`src/rtl/timebase_decimator_if.sv`:
```
// Sample-stream bundle between the ADC reader, the timebase decimator and the capture logic.
interface timebase_decimator_if #(
    parameter int DATA_WIDTH  = 16,
    parameter int SHIFT_WIDTH = 3
);
    localparam int PW = 2**SHIFT_WIDTH - 1;

    logic                   in_valid;
    logic [DATA_WIDTH-1:0]  in_data;
    logic [SHIFT_WIDTH-1:0] ratio_log2;
    logic                   avg_en;
    logic                   sync_clear;
    logic                   out_valid;
    logic [DATA_WIDTH-1:0]  out_data;
    logic [PW-1:0]          window_pos;

    modport master (
        output in_valid, in_data, ratio_log2, avg_en, sync_clear,
        input  out_valid, out_data, window_pos
    );

    modport slave (
        input  in_valid, in_data, ratio_log2, avg_en, sync_clear,
        output out_valid, out_data, window_pos
    );
endinterface

```
`src/rtl/timebase_decimator.sv`:
```
// Power-of-two sample-rate reducer (boxcar average or plain decimation) for the capture path.
// Define DECIM_ROUND_EN for round-half-up averaging; the default build truncates.
module timebase_decimator #(
    parameter int DATA_WIDTH  = 16,
    parameter int SHIFT_WIDTH = 3,
    parameter int ACC_WIDTH   = DATA_WIDTH + 2**SHIFT_WIDTH - 1
) (
    input logic                 clk_i,
    input logic                 reset_i,
    timebase_decimator_if.slave bus
);
    localparam int PW = 2**SHIFT_WIDTH - 1;

    logic [PW-1:0]          pos_q, pos_d;
    logic [ACC_WIDTH-1:0]   acc_q, acc_d;
    logic [SHIFT_WIDTH-1:0] shift_q, shift_d;
    logic                   mode_q, mode_d;
    logic                   out_valid_q, out_valid_d;
    logic [DATA_WIDTH-1:0]  out_data_q, out_data_d;

    logic                   start;
    logic [SHIFT_WIDTH-1:0] shift_eff;
    logic                   mode_eff;
    logic [PW:0]            cnt_nxt, win_len;
    logic [ACC_WIDTH-1:0]   acc_sum, rnd, acc_shr;

    always_comb begin
        // A sync_clear restarts the window, so this cycle's sample opens a new one.
        start     = bus.sync_clear || (pos_q == '0);
        shift_eff = start ? bus.ratio_log2 : shift_q;
        mode_eff  = start ? bus.avg_en : mode_q;
        cnt_nxt   = {1'b0, (start ? {PW{1'b0}} : pos_q)} + (PW+1)'(1);
        win_len   = (PW+1)'(1) << shift_eff;
        acc_sum   = (start ? {ACC_WIDTH{1'b0}} : acc_q) + ACC_WIDTH'(bus.in_data);
        rnd       = '0;
`ifdef DECIM_ROUND_EN
        if (shift_eff != '0) rnd = ACC_WIDTH'(1) << (shift_eff - SHIFT_WIDTH'(1));
`endif
        acc_shr   = (acc_sum + rnd) >> shift_eff;

        pos_d       = pos_q;
        acc_d       = acc_q;
        shift_d     = shift_q;
        mode_d      = mode_q;
        out_valid_d = 1'b0;
        out_data_d  = out_data_q;

        if (bus.sync_clear) begin
            pos_d = '0;
            acc_d = '0;
        end

        if (bus.in_valid) begin
            if (start) begin
                shift_d = bus.ratio_log2;
                mode_d  = bus.avg_en;
            end
            if (cnt_nxt == win_len) begin
                // Final sample of the window: result is the average or this very sample.
                out_valid_d = 1'b1;
                out_data_d  = mode_eff ? acc_shr[DATA_WIDTH-1:0] : bus.in_data;
                pos_d       = '0;
                acc_d       = '0;
            end else begin
                pos_d = cnt_nxt[PW-1:0];
                acc_d = acc_sum;
            end
        end
    end

    always_ff @(posedge clk_i or posedge reset_i) begin
        if (reset_i) begin
            pos_q       <= '0;
            acc_q       <= '0;
            shift_q     <= '0;
            mode_q      <= 1'b0;
            out_valid_q <= 1'b0;
            out_data_q  <= '0;
        end else begin
            pos_q       <= pos_d;
            acc_q       <= acc_d;
            shift_q     <= shift_d;
            mode_q      <= mode_d;
            out_valid_q <= out_valid_d;
            out_data_q  <= out_data_d;
        end
    end

    assign bus.out_valid  = out_valid_q;
    assign bus.out_data   = out_data_q;
    assign bus.window_pos = pos_q;
endmodule

```
`src/flat_wrapper.sv`:
```
// flat-port wrapper written by rule: the top's interface ports become plain ports
module timebase_decimator_flat 
#(
    parameter int DATA_WIDTH  = 16,
    parameter int SHIFT_WIDTH = 3,
    parameter int ACC_WIDTH   = DATA_WIDTH + 2**SHIFT_WIDTH - 1
)
  (clk_i, reset_i, bus_in_valid, bus_in_data, bus_ratio_log2, bus_avg_en, bus_sync_clear, bus_out_valid, bus_out_data, bus_window_pos);
  timebase_decimator_if #(.DATA_WIDTH(DATA_WIDTH), .SHIFT_WIDTH(SHIFT_WIDTH)) bus_i ();
  input logic clk_i;
  input logic reset_i;
  input wire logic [$bits(bus_i.in_valid)-1:0] bus_in_valid;
  input wire logic [$bits(bus_i.in_data)-1:0] bus_in_data;
  input wire logic [$bits(bus_i.ratio_log2)-1:0] bus_ratio_log2;
  input wire logic [$bits(bus_i.avg_en)-1:0] bus_avg_en;
  input wire logic [$bits(bus_i.sync_clear)-1:0] bus_sync_clear;
  output wire logic [$bits(bus_i.out_valid)-1:0] bus_out_valid;
  output wire logic [$bits(bus_i.out_data)-1:0] bus_out_data;
  output wire logic [$bits(bus_i.window_pos)-1:0] bus_window_pos;
  assign bus_i.in_valid = bus_in_valid;
  assign bus_i.in_data = bus_in_data;
  assign bus_i.ratio_log2 = bus_ratio_log2;
  assign bus_i.avg_en = bus_avg_en;
  assign bus_i.sync_clear = bus_sync_clear;
  assign bus_out_valid = bus_i.out_valid;
  assign bus_out_data = bus_i.out_data;
  assign bus_window_pos = bus_i.window_pos;
  timebase_decimator #(.DATA_WIDTH(DATA_WIDTH), .SHIFT_WIDTH(SHIFT_WIDTH), .ACC_WIDTH(ACC_WIDTH)) u_core (.clk_i(clk_i), .reset_i(reset_i), .bus(bus_i));
endmodule
```
`config.mk`:
```
export PLATFORM = sky130hd
export DESIGN_NAME = timebase_decimator_flat
export DESIGN_NICKNAME = d
export VERILOG_FILES = /design/src/rtl/timebase_decimator_if.sv /design/src/rtl/timebase_decimator.sv /design/src/flat_wrapper.sv
export SDC_FILE = /design/constraint.sdc
export NUM_CORES = 1
export LEC_CHECK = 0
export BUFFER_PORTS_ARGS = -buffer_cell sky130_fd_sc_hd__buf_2
export CAP_MARGIN = 20
export CORE_MARGIN = 2
export CORE_UTILIZATION = 61
export CTS_CLUSTER_DIAMETER = 60
export DETAILED_ROUTE_END_ITERATION = 12
export GPL_ROUTABILITY_DRIVEN = 1
export PLACE_DENSITY = 0.88
export REMOVE_ABC_BUFFERS = 1
export SYNTH_ARGS = -nofsm -noshare
export SYNTH_HDL_FRONTEND = slang
export SYNTH_SLANG_ARGS = --single-unit
```
`constraint.sdc`:
```
create_clock -name clk_i -period 4.4 [get_ports clk_i]
set_input_delay 0.88 -clock clk_i [delete_from_list [all_inputs] [get_ports clk_i]]
set_output_delay 0.88 -clock clk_i [all_outputs]
set_load 0.005 [all_outputs]
```
==> results of run 1 <==
[critical path, stage by stage, from the launching register on]
cell,delay [ps]
dfrtp_1,510
nor4_4,330
a21oi_1,140
buf_4,190
and2_1,160
ha_1,460
nand4_1,210
a211oi_1,490
nand3_1,230
nand3_1,270
nand2_1,100
xnor2_1,320
a311oi_1,180
o41ai_2,390
[flip-flops by register name, indices dropped and copies added, names as in the netlist]
register	count
u_core.acc_q	23
u_core.bus.out_data	16
u_core.bus.out_valid	1
u_core.bus.window_pos	7
u_core.mode_q	1
u_core.shift_q	3
[power by group through the flow]
stage	Sequential [uW]	Clock [uW]	Combinational [uW]
2_1_floorplan	652	0	606
5_1_grt	664	316	1060
4_1_cts	653	301	948
6_report	655	300	978
3_3_place_gp	655	0	920
3_5_place_dp	659	0	942
[layout make-up]
class                   count  area, um^2
repair buffers             76       478.0
clock buffers               5       68.82
fillers                   637        2389
multi-input cells         481        3242
flip-flops and latches     51        1276
inverters                  11       41.29
clock inverters             3       25.02
well taps                 102       127.6
[final timing paths]
check	cells past startpoint	from	slack (ps)	endpoint
max	13	u_core.bus.window_pos[3]	300	u_core.bus.out_data[15]
min reg2reg	2	u_core.bus.out_data[3]	490	u_core.bus.out_data[3]
max reg2reg	13	u_core.bus.window_pos[3]	300	u_core.bus.out_data[15]
max in group asynchronous	3	reset_i	3280	u_core.bus.out_data[7]
min	2	u_core.bus.out_data[3]	490	u_core.bus.out_data[3]
min in group asynchronous	2	reset_i	580	u_core.bus.window_pos[2]
[logic make-up after synthesis]
group,synth area share (%)
compound gates,32.26
xor+xnor,3.677
fa+ha+maj,4.886
buf+inv,5.148
flops,26.79
mux,3.651
simple gates,23.59
[per-layer routing]
| layer | vias to the layer above | wire, um | share of wire, % | global-route usage (%) |
|---|---|---|---|---|
| li1 | 2317 | - | - | - |
| met1 | 2405 | 5809 | 40 | 48.26 |
| met2 | 367 | 6568 | 45 | 55.05 |
| met3 | 70 | 1662 | 11 | 5.452 |
| met4 | 0 | 607 | 4.1 | 13.31 |
| met5 | - | 0 | 0 | 0 |
[through the flow]
step	hold WS, ps	utilization [%]
4_1_cts	494.4	68.50
6_report	488.7	68.77
3_3_place_gp	457.8	67.28
2_1_floorplan	440.2	-
3_5_place_dp	465.0	67.28
5_1_grt	516.3	68.77
[layout by cell type (no fill, tap or decap), types with 7 or more instances in the layout]
cell and instances:
a211oi_1 20, a21o_1 9, a21oi_1 40, a22o_1 25, and2_1 26, and3_1 9, buf_2 47, buf_4 27
dfrtp_1 51, ha_1 17, inv_1 10, mux2i_1 14, nand2_1 53, nand2b_1 7, nand3_1 17, nor2_1 49
nor3_1 19, o211ai_1 9, o21ai_0 13, o31ai_1 9, o41ai_1 8, xnor2_1 14
==> metrics.txt, run 1 <==
status completed; Final Max Slew Viols 0; Post-Syn Area 4763 um^2; slew margin rel. 52.15%; Sink Count 51; Routed Antenna Nets 0; fin area 5259 um^2; Final Hold Viols 0; dpl hpwl 10430 um; Die H 92.37 um; Synth area leaders dfrtp_1 27%, a22o_1 4.6%, ha_1 4.5%; CP Launch Type flip-flop; pwr dens 367.6 nW/um^2; top cells by instance count after synthesis 53 x nand2_1, 51 x dfrtp_1, 49 x nor2_1; CP Capture Type flip-flop; vias 5159; Root Buffer clkbuf_8; sequential share of the synthesized area 26.79%; initial drt markers 571; CTS tree built; critical path data required time 4600 ps; non-filler cells, final 729; post-route minimum period 4102 ps; Total Wirelength 14650 um; Pre-Repair DR Iteration Count 7; pre-CTS setup slack 187.6 ps; vias in the first global route 4841; Core Rows 32; Boundary Pins 48; clock-pin transition on the worst setup and hold timing paths 110 ps; Gate power share 50.6%; RSZ-0062 raised after global routing false; Setup WS post-layout 297.7 ps; clock buffer depth 2; asr flop ratio synth 100.0%; Hold Crit Class reg -> reg; Layout Area Growth over Synthesis 10.40%; pin count of the biggest net entering global routing 52; fmax 243.8 MHz; Worst EP arrival 4300 ps; gr ovfl total 0; clock skew 14.38 ps; crit path max fanout 9; Lkg Pwr 0.002360 uW; sw frac 43.75%; Design Power 1933 uW; Post-synth EDFFs 0; initial antenna violation count 0; Final period util 93.23%; Setup Buffers After CTS 0; vias per std cell 7.077; Synth area leader dfrtp_1; setup TNS 0 ps; Core Region 7647 um^2; clock power share 15.5%; Pint 1087 uW; layout cells sized above 1 15.95%; GPL Wtd Cong 0.9463; Distinct cells, synth 73; cts hold-fix bufs 0; main flop type after synthesis dfrtp_1; CTS Buf Count 5; Initial Utilization 62.29%; nets@finish 668; All-Layer GR Usage 34.86%; YS warnings 0; wire per inst 20.09 um; H-tree level count 2; first-pass GRT wire length 23960 um; critical path class reg -> reg; Max IR drop VDD 0.1526 mV; final setup vio count 0; Worst-Skew Late Latency 320 ps; actual slew at the worst max-slew pin 716.1 ps; DRC 0; #FFs+latches synth 51; DP Area 5145 um^2; post-synth top area share 26.79%; ant diodes 0; DIE AREA 8531 um^2; most frequent cell after synthesis nand2_1; placed cell count 720; max cap viols 0; post-CTS sizing 0; PortBufs 47; average cell area after synthesis 8.156 um^2; part of the power in registers 33.9%; Mapped Cells 584; switching pwr 845.8 uW; chip width 92.37 um
No activity file was read; power rests on OpenSTA's default activity.
==> inputs of run 2 (changes only) <==
Settings changed: CORE_UTILIZATION 61 to 56, CTS_BUF_LIST set to sky130_fd_sc_hd__clkbuf_4, PLACE_DENSITY 0.88 to 0.85, SKIP_CTS_REPAIR_TIMING set to 1.
Clock period 4.4 ns to 3.6 ns, I/O delays scaled along.
==> metrics.txt, run 2 (synthesis results as in run 1) <==
Max IR drop VDD 0.2872 mV; failing checks setup timing; DIE AREA 9259 um^2; CP Capture Type flip-flop; H-tree level count 2; PortBufs 47; Lkg Pwr 0.003091 uW; Sink Count 51; dpl hpwl 12350 um; fmax 265.4 MHz; first-pass GRT wire length 25930 um; actual slew at the worst max-slew pin 577.7 ps; critical path data required time 3900 ps; Design Power 2962 uW; pin count of the biggest net entering global routing 52; clock buffer depth 2; Pre-Repair DR Iteration Count 7; gr ovfl total 0; Final Max Slew Viols 0; initial antenna violation count 0; Total Wirelength 20240 um; GPL Wtd Cong 0.9740; CP Launch Type flip-flop; layout cells sized above 1 44.80%; non-filler cells, final 846; ant diodes 0; Die H 96.23 um; Final Hold Viols 0; CTS tree built; pwr dens 423.1 nW/um^2; Initial Utilization 57.97%; commonest non-fill, non-tap cell in the layout buf_4; final setup vio count 11; Layout Area Growth over Synthesis 46.97%; Core Region 8217 um^2; Final period util 104.7%; nets@finish 782; wire per inst 23.92 um; Root Buffer clkbuf_4; slew margin rel. 60.38%; RSZ-0062 raised after global routing true; initial drt markers 644; clock-pin transition on the worst setup and hold timing paths 180 ps; vias in the first global route 5182; CTS Buf Count 5; Boundary Pins 48; critical path class reg -> reg; crit path max fanout 6; max reg flops 23; clock skew 20.67 ps; Setup WS post-layout -167.5 ps; pre-CTS setup slack -344.1 ps; chip width 96.23 um; DRC 0; post-route minimum period 3767 ps; Routed Antenna Nets 0; Layout Utilization 85.20%; Top reg by flops u_core.acc_q; vias 6070; placed cell count 814; Worst EP arrival 4070 ps; area of the multi-input gates 4078 um^2; register area 1276 um^2; max cap viols 0; Hold Crit Class in -> async; fill count 446; All-Layer GR Usage 36.11%; vias per std cell 7.175; Core Rows 33; most frequent cells in the layout 125 x buf_4, 51 x dfrtp_1, 49 x nor2_1; worst hold slack 361.9 ps; status finished, violations left; Worst-Skew Late Latency 390 ps
run 2: final timing paths:
path,start,end,slack (ps),cells after the start
max,u_core.bus.window_pos[6],u_core.bus.out_data[15],-170,16
min,reset_i,u_core.bus.out_data[14],360,2
max reg2reg,u_core.bus.window_pos[6],u_core.bus.out_data[15],-170,16
min reg2reg,u_core.bus.out_data[0],u_core.bus.out_data[0],500,2
max in group asynchronous,reset_i,u_core.bus.out_valid,2660,3
min in group clk_i,u_core.bus.out_data[0],u_core.bus.out_data[0],500,2
run 2: layer usage:
metal	track usage, %	share of wire [%]	vias to the layer above
met5	0	0	-
met4	13.69	5.8	0
met3	4.542	11	132
met2	58.91	46	514
met1	48.64	37	2883
li1	-	-	2541
run 2: layout make-up:
class                      instances  area share (%)
clock buffer                       5          0.5362
clock inverter                     3          0.5541
inverter                          11          0.5898
multi-input combinational        481           58.25
sequential                        51           18.23
tap                              105           1.877
timing repair buffer             190           19.96
run 2: metrics by stage:
| step | TNS [ps] | area, um^2 |
|---|---|---|
| 2_1_floorplan | -13950 | 4559 |
| 4_1_cts | -3522 | 5908 |
| 3_3_place_gp | -3774 | 5832 |
| 6_report | -1224 | 7000 |
| 3_5_place_dp | -3870 | 5832 |
| 5_1_grt | -2955 | 7000 |
run 2: where the power goes:
part | internal (uW) | switching, uW | leakage [uW]
logic | 809 | 1000 | 0.00240
registers | 708 | 91.0 | 0.000652
clock network | 143 | 211 | 0.0000426
run 2: critical path, stage by stage, from the launching register on:
cell and delay (ps):
dfrtp_1 440, nor4_4 320, a21oi_1 100, buf_4 190, buf_4 160, and2_4 160
ha_4 270, buf_6 120, nand2_4 90, nor3_4 390, nor3_4 80, a211o_1 370
mux2i_1 200, buf_4 180, o21ai_2 140, a21oi_2 80, o41ai_2 390
==> inputs of run 3 (changes only) <==
Settings changed: CORE_UTILIZATION 56 to 66, PLACE_DENSITY 0.85 to 0.94.
Clock period 3.6 ns to 4.7 ns, I/O delays scaled along.
==> metrics.txt, run 3 (synthesis results as in run 1) <==
Hold Crit Class in -> async; slew margin rel. 36.33%; DIE AREA 7913 um^2; CP Launch Type flip-flop; Core Rows 30; Pre-Repair DR Iteration Count 6; critical path data required time 4970 ps; RSZ-0062 raised after global routing false; Sink Count 51; status completed; CP delay by family, top compound AO/OA/AOI/OAI gates; vias per std cell 7.188; Initial Utilization 68.97%; worst hold slack 486.6 ps; most frequent cells in the layout 53 x nand2_1, 51 x dfrtp_1, 49 x nor2_1; actual slew at the worst max-slew pin 955.0 ps; placed cell count 704; Routed Antenna Nets 0; crit path buf inv count 2; All-Layer GR Usage 37.05%; max reg flops 23; first-pass GRT wire length 22960 um; register area 1276 um^2; nets@finish 658; initial antenna violation count 0; final setup vio count 0; dpl hpwl 10370 um; setup TNS 0 ps; pin count of the biggest net entering global routing 52; area of the multi-input gates 3242 um^2; PortBufs 47; Die H 88.96 um; non-filler cells, final 713; Final Hold Viols 0; clock-pin transition on the worst setup and hold timing paths 190 ps; ant diodes 0; CTS tree built; max cap viols 0; Final Max Slew Viols 0; wire per inst 20.41 um; Final period util 94.93%; CP Depth 14; GPL Wtd Cong 1.048; post-route minimum period 4462 ps; vias 5125; crit path max fanout 10; clock skew 31.14 ps; Core Region 6907 um^2; critical path class reg -> reg; initial drt markers 605; CP Capture Type flip-flop; Worst-Skew Late Latency 420 ps; Lkg Pwr 0.002292 uW; Boundary Pins 48; clock buffer depth 2; gr ovfl total 0; Layout Area Growth over Synthesis 7.749%; Root Buffer clkbuf_4; commonest non-fill, non-tap cell in the layout nand2_1; H-tree level count 2; fill count 537; pwr dens 340.7 nW/um^2; DRC 0; vias in the first global route 4751; Worst EP arrival 4730 ps; Max IR drop VDD 0.1612 mV; fmax 224.1 MHz; CP max stage cell dfrtp_1; CP max stage delay 530 ps; CTS Buf Count 5; Top reg by flops u_core.acc_q; worst-path cell chain nor4_4 -> a21oi_1 -> buf_4 -> nand2_1 -> inv_1 -> ha_1 -> a211oi_1 -> o21ai_1 -> a21boi_0 -> xnor2_1 -> a211oi_1 -> a21oi_1 -> a221oi_1 -> o21ai_0; path depth of the worst reg2reg path 14; Total Wirelength 14560 um; chip width 88.96 um; layout cells sized above 1 14.59%
-- run 3: cell type report --
class | instances | area share [%]
repair buffers | 66 | 7.606
multi-input cells | 481 | 63.16
flip-flops and latches | 51 | 24.87
clock buffers | 5 | 0.7314
well taps | 96 | 2.340
clock inverters | 3 | 0.4876
inverters | 11 | 0.8045
-- run 3: routing by layer --
layer	global-route usage (%)	up-vias	wire [um]
met3	7.018	69	1761
met1	49.40	2359	5601
met2	58.89	402	6662
met4	16.15	0	529
met5	0	-	0
li1	-	2295	-
-- run 3: path summary, 6_finish.rpt --
kind                                           from                      to  slack [ps]
max                        u_core.bus.window_pos[3]  u_core.bus.out_data[6]         240
min                                         reset_i  u_core.bus.out_data[1]         490
max reg2reg                u_core.bus.window_pos[3]  u_core.bus.out_data[6]         240
min reg2reg                  u_core.bus.out_data[2]  u_core.bus.out_data[2]         500
max in group asynchronous                   reset_i        u_core.acc_q[16]        3650
min in group clk_i           u_core.bus.out_data[2]  u_core.bus.out_data[2]         500
-- run 3: power by group --
part	internal (uW)	switching (uW)	leakage, uW
clock network	60.3	172	0.0000314
registers	542	75.8	0.000652
logic	356	543	0.00161
total	959	790	0.00229
-- run 3: metrics by stage --
step                      power (uW)  setup WS (ps)  instance area, um^2  utilization, %
final                           1749          238.1                 5132           74.31
after CTS                       1706          563.7                 5112           74.02
after floorplan                 1178          252.5                 4559               -
after global routing            1846          181.5                 5132           74.31
after global placement          1440          424.8                 5050           73.12
after detailed placement        1481          369.2                 5050           73.12
